### src/rtl/spi_cap_pkg.sv
// Shared types for the SPI word capture monitor: FIFO entry payload and FSM states.
package spi_cap_pkg;

  localparam int unsigned CAP_MAX_W   = 32;
  localparam int unsigned CAP_NBITS_W = $clog2(CAP_MAX_W + 1);

  // One captured word as stored in the FIFO; narrower words are zero-extended.
  typedef struct packed {
    logic [CAP_MAX_W-1:0]   word;
    logic                   dc;
    logic                   partial;
    logic [CAP_NBITS_W-1:0] nbits;
  } cap_entry_t;

  typedef enum logic {
    IDLE  = 1'b0,
    SHIFT = 1'b1
  } cap_state_e;

endpackage

### src/rtl/spi_cap_fifo.sv
// Show-ahead FIFO of captured words; wrap-around pointers with an extra MSB,
// registered level/full/empty flags.
module spi_cap_fifo
  import spi_cap_pkg::*;
#(
  parameter int unsigned DEPTH = 16
) (
  input  logic                         spi_sclk,
  input  logic                         resetn,
  input  logic                         i_clr,
  input  logic                         i_push,
  input  cap_entry_t                   i_data,
  input  logic                         i_pop,
  output cap_entry_t                   o_head,
  output logic [$clog2(DEPTH+1)-1:0]   o_level,
  output logic                         o_full,
  output logic                         o_empty
);

  localparam int unsigned AW    = $clog2(DEPTH);
  localparam int unsigned PW    = AW + 1;
  localparam int unsigned LVL_W = $clog2(DEPTH + 1);

  cap_entry_t         r_mem [DEPTH];
  logic [PW-1:0]      r_wptr;
  logic [PW-1:0]      r_rptr;
  logic [LVL_W-1:0]   r_level;
  logic               r_full;
  logic               r_empty;

  logic               w_do_pop;
  logic               w_do_push;
  logic [PW-1:0]      w_wptr_nxt;
  logic [PW-1:0]      w_rptr_nxt;

  // A pop frees the head slot in the same edge, so a full FIFO still accepts a push.
  assign w_do_pop   = i_pop && !r_empty;
  assign w_do_push  = i_push && (!r_full || w_do_pop);
  assign w_wptr_nxt = r_wptr + PW'(w_do_push);
  assign w_rptr_nxt = r_rptr + PW'(w_do_pop);

  always_ff @(posedge spi_sclk or negedge resetn) begin
    if (!resetn) begin
      r_wptr  <= '0;
      r_rptr  <= '0;
      r_level <= '0;
      r_full  <= 1'b0;
      r_empty <= 1'b1;
    end else if (i_clr) begin
      r_wptr  <= '0;
      r_rptr  <= '0;
      r_level <= '0;
      r_full  <= 1'b0;
      r_empty <= 1'b1;
    end else begin
      r_wptr  <= w_wptr_nxt;
      r_rptr  <= w_rptr_nxt;
      r_level <= LVL_W'(w_wptr_nxt - w_rptr_nxt);
      r_empty <= (w_wptr_nxt == w_rptr_nxt);
      r_full  <= (w_wptr_nxt[AW] != w_rptr_nxt[AW]) &&
                 (w_wptr_nxt[AW-1:0] == w_rptr_nxt[AW-1:0]);
    end
  end

  // Storage needs no reset; the head is masked while empty.
  always_ff @(posedge spi_sclk) begin
    if (w_do_push && !i_clr) begin
      r_mem[r_wptr[AW-1:0]] <= i_data;
    end
  end

  assign o_head  = r_empty ? '0 : r_mem[r_rptr[AW-1:0]];
  assign o_level = r_level;
  assign o_full  = r_full;
  assign o_empty = r_empty;

endmodule

### src/rtl/spi_word_capture.sv
// SPI receive monitor: shifts csn-framed serial data into WORD_W-bit words tagged
// with dc, flags truncated words, and queues them with overflow/frame statistics.
module spi_word_capture
  import spi_cap_pkg::*;
#(
  parameter int unsigned WORD_W    = 32,
  parameter int unsigned DEPTH     = 16,
  parameter bit          MSB_FIRST = 1'b1
) (
  input  logic                          spi_sclk,
  input  logic                          resetn,
  input  logic                          clr,
  input  logic                          csn,
  input  logic                          spi_sdo,
  input  logic                          dc,
  input  logic                          rd_en,
  output logic                          rd_valid,
  output logic [WORD_W-1:0]             rd_word,
  output logic                          rd_dc,
  output logic                          rd_partial,
  output logic [$clog2(WORD_W+1)-1:0]   rd_nbits,
  output logic [$clog2(DEPTH+1)-1:0]    level,
  output logic                          overflow,
  output logic [15:0]                   drop_count,
  output logic [31:0]                   word_total,
  output logic [15:0]                   frame_count
);

  localparam int unsigned NB_W = $clog2(WORD_W + 1);

  cap_state_e          r_state;
  logic [NB_W-1:0]     r_bit_cnt;
  logic [WORD_W-1:0]   r_shift;
  logic                r_word_dc;
  logic                r_overflow;
  logic [15:0]         r_drop_count;
  logic [31:0]         r_word_total;
  logic [15:0]         r_frame_count;

  logic [NB_W-1:0]     w_pos;
  logic [WORD_W-1:0]   w_shift_nxt;
  logic                w_first;
  logic                w_last;
  logic                w_push_full;
  logic                w_push_part;
  logic                w_push;
  logic                w_drop;
  logic                w_full;
  logic                w_empty;
  logic                w_unused_head;
  cap_entry_t          w_push_entry;
  cap_entry_t          w_head;

  assign w_first     = (r_state == IDLE) || (r_bit_cnt == '0);
  assign w_last      = (r_state == SHIFT) && (r_bit_cnt == NB_W'(WORD_W - 1));
  assign w_pos       = MSB_FIRST ? (NB_W'(WORD_W - 1) - r_bit_cnt) : r_bit_cnt;
  assign w_shift_nxt = r_shift | (WORD_W'(spi_sdo) << w_pos);

  // Full word completes on the edge sampling its last bit; a truncated one on csn rising.
  assign w_push_full = !csn && w_last;
  assign w_push_part = csn && (r_state == SHIFT) && (r_bit_cnt != '0);
  assign w_push      = w_push_full || w_push_part;
  assign w_drop      = w_push && w_full && !rd_en;

  always_comb begin
    w_push_entry         = '0;
    w_push_entry.word    = CAP_MAX_W'(w_push_full ? w_shift_nxt : r_shift);
    w_push_entry.dc      = r_word_dc;
    w_push_entry.partial = w_push_part;
    w_push_entry.nbits   = w_push_full ? CAP_NBITS_W'(WORD_W) : CAP_NBITS_W'(r_bit_cnt);
  end

  // Frame FSM and shifter
  always_ff @(posedge spi_sclk or negedge resetn) begin
    if (!resetn) begin
      r_state   <= IDLE;
      r_bit_cnt <= '0;
      r_shift   <= '0;
      r_word_dc <= 1'b0;
    end else if (clr) begin
      r_state   <= IDLE;
      r_bit_cnt <= '0;
      r_shift   <= '0;
      r_word_dc <= 1'b0;
    end else if (!csn) begin
      r_state <= SHIFT;
      if (w_first) begin
        r_word_dc <= dc;
      end
      if (w_last) begin
        r_shift   <= '0;
        r_bit_cnt <= '0;
      end else begin
        r_shift   <= w_shift_nxt;
        r_bit_cnt <= NB_W'(r_bit_cnt + 1'b1);
      end
    end else begin
      r_state   <= IDLE;
      r_shift   <= '0;
      r_bit_cnt <= '0;
    end
  end

  // Statistics
  always_ff @(posedge spi_sclk or negedge resetn) begin
    if (!resetn) begin
      r_overflow    <= 1'b0;
      r_drop_count  <= '0;
      r_word_total  <= '0;
      r_frame_count <= '0;
    end else if (clr) begin
      r_overflow    <= 1'b0;
      r_drop_count  <= '0;
      r_word_total  <= '0;
      r_frame_count <= '0;
    end else begin
      if (w_push) begin
        r_word_total <= r_word_total + 32'd1;
      end
      if (w_drop) begin
        r_overflow <= 1'b1;
        if (r_drop_count != 16'hFFFF) begin
          r_drop_count <= r_drop_count + 16'd1;
        end
      end
      if (csn && (r_state == SHIFT)) begin
        r_frame_count <= r_frame_count + 16'd1;
      end
    end
  end

  spi_cap_fifo #(
    .DEPTH (DEPTH)
  ) u_fifo (
    .spi_sclk (spi_sclk),
    .resetn   (resetn),
    .i_clr    (clr),
    .i_push   (w_push),
    .i_data   (w_push_entry),
    .i_pop    (rd_en),
    .o_head   (w_head),
    .o_level  (level),
    .o_full   (w_full),
    .o_empty  (w_empty)
  );

  assign rd_valid      = !w_empty;
  assign rd_word       = w_head.word[WORD_W-1:0];
  assign rd_dc         = w_head.dc;
  assign rd_partial    = w_head.partial;
  assign rd_nbits      = w_head.nbits[NB_W-1:0];
  assign w_unused_head = ^{w_head.word, w_head.nbits};

  assign overflow    = r_overflow;
  assign drop_count  = r_drop_count;
  assign word_total  = r_word_total;
  assign frame_count = r_frame_count;

endmodule

### config.mk
export PLATFORM = sky130hd
export DESIGN_NAME = spi_word_capture
export DESIGN_NICKNAME = d
export VERILOG_FILES = /design/src/rtl/spi_cap_pkg.sv /design/src/rtl/spi_cap_fifo.sv /design/src/rtl/spi_word_capture.sv
export SDC_FILE = /design/constraint.sdc
export NUM_CORES = 1
export LEC_CHECK = 0
export ABC_AREA = 1
export BUFFER_PORTS_ARGS = -buffer_cell sky130_fd_sc_hd__buf_2
export CORE_UTILIZATION = 35
export DETAILED_ROUTE_END_ITERATION = 6
export GPL_ROUTABILITY_DRIVEN = 0
export SLEW_MARGIN = 30
export SYNTH_ARGS = -nofsm -noshare
export SYNTH_HDL_FRONTEND = slang
export SYNTH_HIERARCHICAL = 1
export SYNTH_SLANG_ARGS = --single-unit
### constraint.sdc
create_clock -name spi_sclk -period 4.65 [get_ports spi_sclk]
set_input_delay 0.93 -clock spi_sclk [delete_from_list [all_inputs] [get_ports spi_sclk]]
set_output_delay 0.93 -clock spi_sclk [all_outputs]
set_load 0.1 [all_outputs]
==> run_results.csv <==
group,metric,value,unit
logic_synthesis,synth.distinct_cells,42,
detailed_routing,viasPerCell,4.79,
die,std_cell_rows,114,
placed_design,detailed_place.area,36200,sq um
flow_run,max_cap_violations,0,
cells_and_area,filler_cell_count,9220,
sta,setup-tns-final,0,ns
power_and_ir_drop,cell_internal_pwr,10900,uW
setup_path,crit_path_max_fanout,54,
sta,worst_pin_slew,0.973,ns
logic_synthesis,post_synth_edffs,640,
logic_synthesis,yosys_warnings,6,
clocking,setup_repair_bufs_after_cts,0,
global_routing,globalRoute.totalOverflow,0,
power_and_ir_drop,total_switching_power,3150,uW
placed_design,buffer_ports.inserted,117,
logic_synthesis,synth-main-ff-cell,"sky130_fd_sc_hd__edfxtp_1",
setup_path,cp_cell_sequence,"inv_8 -> buf_12 -> buf_12 -> nand2_1 -> nand2_1 -> nand2_1 -> nand3_1 -> nand3_1 -> a21oi_1 -> buf_2",
logic_synthesis,synth_fp_nets,3529,
setup_path,cp_slowest_stage_delay,0.55,ns
clocking,worst_setup_hold_path_clk_slew,0.06,ns
detailed_routing,detail_route.wl_per_cell,17.2,um
die,initial_standard_cell_utilization_of_the_core,0.353,
die,dieArea,98600,sq um
power_and_ir_drop,ir_drop,0.000271,V
setup_path,kind_of_end_point_of_the_critical_path,"primary output",
power_and_ir_drop,p_leak,0.0164,uW
hold_path,hp-class,"input pin to async pin",
sta,timing.max_slew.rel_slack,0.351,
sta,postLayoutSetupSlackWorst,0.587,ns
setup_path,critical_path_arrival,3.13,ns
clocking,tritoncts_clock_tree,"built",
die,die-width,314,um
logic_synthesis,synth.top_cell.area_share,0.564,
setup_path,crit_top_cell,"sky130_fd_sc_hd__nand2_1",
power_and_ir_drop,pwr-share-seq,0.522,
logic_synthesis,synthMostInstantiatedCell,"sky130_fd_sc_hd__nand2_1",
sta,drv_slew,0,
power_and_ir_drop,clock_power_share,0.438,
clocking,cts-root-to-sink-buffers,3,
logic_synthesis,yosysSeqAreaShare,0.654,
detailed_routing,via_count,23600,
logic_synthesis,synth.cells.most_frequent,"sky130_fd_sc_hd__nand2_1 (1,214), sky130_fd_sc_hd__edfxtp_1 (640), sky130_fd_sc_hd__nand3_1 (496), sky130_fd_sc_hd__inv_1 (446), sky130_fd_sc_hd__nor2_1 (170)",
cells_and_area,net_total_in_the_final_layout,3602,
global_routing,vias_in_the_first_global_route,22400,
power_and_ir_drop,pwr-share-comb,0.040,
setup_path,crit_path_start_kind,"flip-flop",
clocking,cts_resized,0,
sta,fin_worst_skew,0.0333,ns
clocking,cts_num_sinks,762,
power_and_ir_drop,power.total,14100,uW
logic_synthesis,synth_instances,3507,
logic_synthesis,yosys-top-cells-area,"sky130_fd_sc_hd__edfxtp_1 (56%), sky130_fd_sc_hd__nand2_1 (13%), sky130_fd_sc_hd__dfrtp_1 (8.9%)",
global_routing,grt_pass1_wl,133,mm
sta,fmax,246,MHz
clocking,cts_root_cell,"sky130_fd_sc_hd__clkbuf_16",
placed_design,hpwlAfterDp,49.5,mm
clocking,clock_tree.htree_level_count,3,
sta,grt_setup_unrepaired,"false",
die,die_y,314,um
sta,hold_violations,0,
detailed_routing,drt-total-wl,84.7,mm
logic_synthesis,async_reset_ff_frac,0.160,
clocking,postCtsHoldBufs,0,
cells_and_area,flow.area_growth_from_synthesis,13.7,%
cells_and_area,post_route_cells_drive_above_1_share,0.0927,
cells_and_area,final_area,38700,sq um
logic_synthesis,syn_area,34100,sq um
detailed_routing,ant_nets,0,
cells_and_area,num_antenna_cells,0,
clocking,cts_buffer_count,81,
die,total_core_area,96600,sq um
detailed_routing,drt_pre_antenna_iters,6,
logic_synthesis,synth_seq_cells,762,
power_and_ir_drop,power_density,364,nW/um^2
setup_path,required,3.72,ns
global_routing,grt_antenna_before_repair,3,
setup_path,setup.worst_path.class,"flip-flop to primary output",
sta,fin_crit_sh,0.874,
power_and_ir_drop,sw_frac_of_total,0.224,
sta,period_needed,4.06,ns
global_routing,grt.total_usage,0.172,
die,design.portCount,118,
sta,finalSetupViolCount,0,
placed_design,dp_worst_setup_slack,0.961,ns
clocking,worstSkewPairLatency,0.64,ns
detailed_routing,drtIter0Drc,1829,
run_status,run_status,"complete, no violations",
setup_path,cpMaxStageDelayCell,"sky130_fd_sc_hd__dfrtp_4",
global_routing,grt_start_max_net_pins,160,
detailed_routing,drc,0,
logic_synthesis,synth_area_leader_cell,"sky130_fd_sc_hd__edfxtp_1",
logic_synthesis,syn_area_per_cell,9.72,sq um
==> kinds of logic after synthesis <==
kind of cell / synth area share
AO/OA/AOI/OAI: 0.0207
XOR/XNOR: 0.00257
adder cells (fa/ha/maj): 0.00573
buffers and inverters: 0.0800
flip-flops: 0.654
AND/OR/NAND/NOR: 0.238
==> area by class of cell <==
cell class              count  area [sq um]  share of cell area
well taps                1276          1600              0.0412
inverters                 453          1710              0.0442
clock buffers              99          2120              0.0546
flip-flops and latches    762         22300               0.575
clock inverters            49           402              0.0104
repair buffers            179          1430              0.0369
multi-input cells        2103          9210               0.238
==> critical path: cells and delay by family (launching register included) <==
kind | cells | cell delay (ns)
AND/OR/NAND/NOR | 5 | 0.35
AO/OA/AOI/OAI | 1 | 0.28
buffers and inverters | 4 | 1.23
flip-flops | 1 | 0.55
==> worst paths after layout <==
check	start	to	slack (ns)	cells after the start
worst max-delay path	u_fifo/r_rptr[0]	rd_word[14]	0.59	10
min in group spi_sclk	csn	r_bit_cnt[0]	0.50	2
worst min register to register	drop_count[14]	drop_count[14]	0.53	2
worst min-delay path	resetn	word_total[24]	0.25	1
max in group asynchronous	resetn	r_shift[6]	3.41	2
worst max register to register	r_bit_cnt[2]	u_fifo/r_mem[7][12]	1.18	9
==> state kept, by name, summed over array words and instances (netlist names) <==
| name | count |
|---|---|
| u_fifo/r_mem | 640 |
| r_shift | 32 |
| word_total | 32 |
| drop_count | 16 |
| frame_count | 16 |
| r_bit_cnt | 6 |
| u_fifo/o_level | 5 |
| u_fifo/r_rptr | 5 |
| u_fifo/r_wptr | 5 |
| overflow | 1 |
| r_state | 1 |
| r_word_dc | 1 |
| u_fifo/o_empty | 1 |
| u_fifo/o_full | 1 |
==> metrics by stage <==
step	hold slack, ns	std cells	utilization
after floorplan	0.461	3507	-
after detailed placement	0.518	4773	0.375
after global routing	0.283	4921	0.401
after global placement	0.503	4773	0.375
after CTS	0.263	4921	0.401
final	0.255	4921	0.401
==> power groups by stage <==
stage               Sequential [uW]  Combinational, uW  Clock [uW]
floorplan                      7530                376           0
global placement               7500                561           0
detailed placement             7500                564           0
CTS                            7360                566        6300
global route                   7360                612        6570
finish                         7360                558        6180
==> cell usage in the layout, fill, tap and decap left out, drive strengths merged <==
cell type,instances
o21bai,3
dfrtp,121
dfstp,1
nand3b,1
nor3b,2
or2,2
a21oi,78
o21ai,45
clkinvlp,3
bufinv,4
nand4,22
inv,460
a21boi,1
fa,1
edfxtp,640
nor2,176
a31oi,1
clkinv,35
o31ai,1
xor2,9
clkbuf,99
nor3,21
buf,179
ha,14
nand2,1220
xnor2,1
nand3,498
o21a,6
and2,1
==> metal layers <==
metal  vias to the layer above  share of wire  track usage
li1                      11500              -            -
met1                     11300           0.45        0.245
met2                       682           0.47        0.276
met3                       104          0.063       0.0293
met4                         4          0.018       0.0385
met5                         -        0.00024            0
No activity file was read; power rests on OpenSTA's default activity.
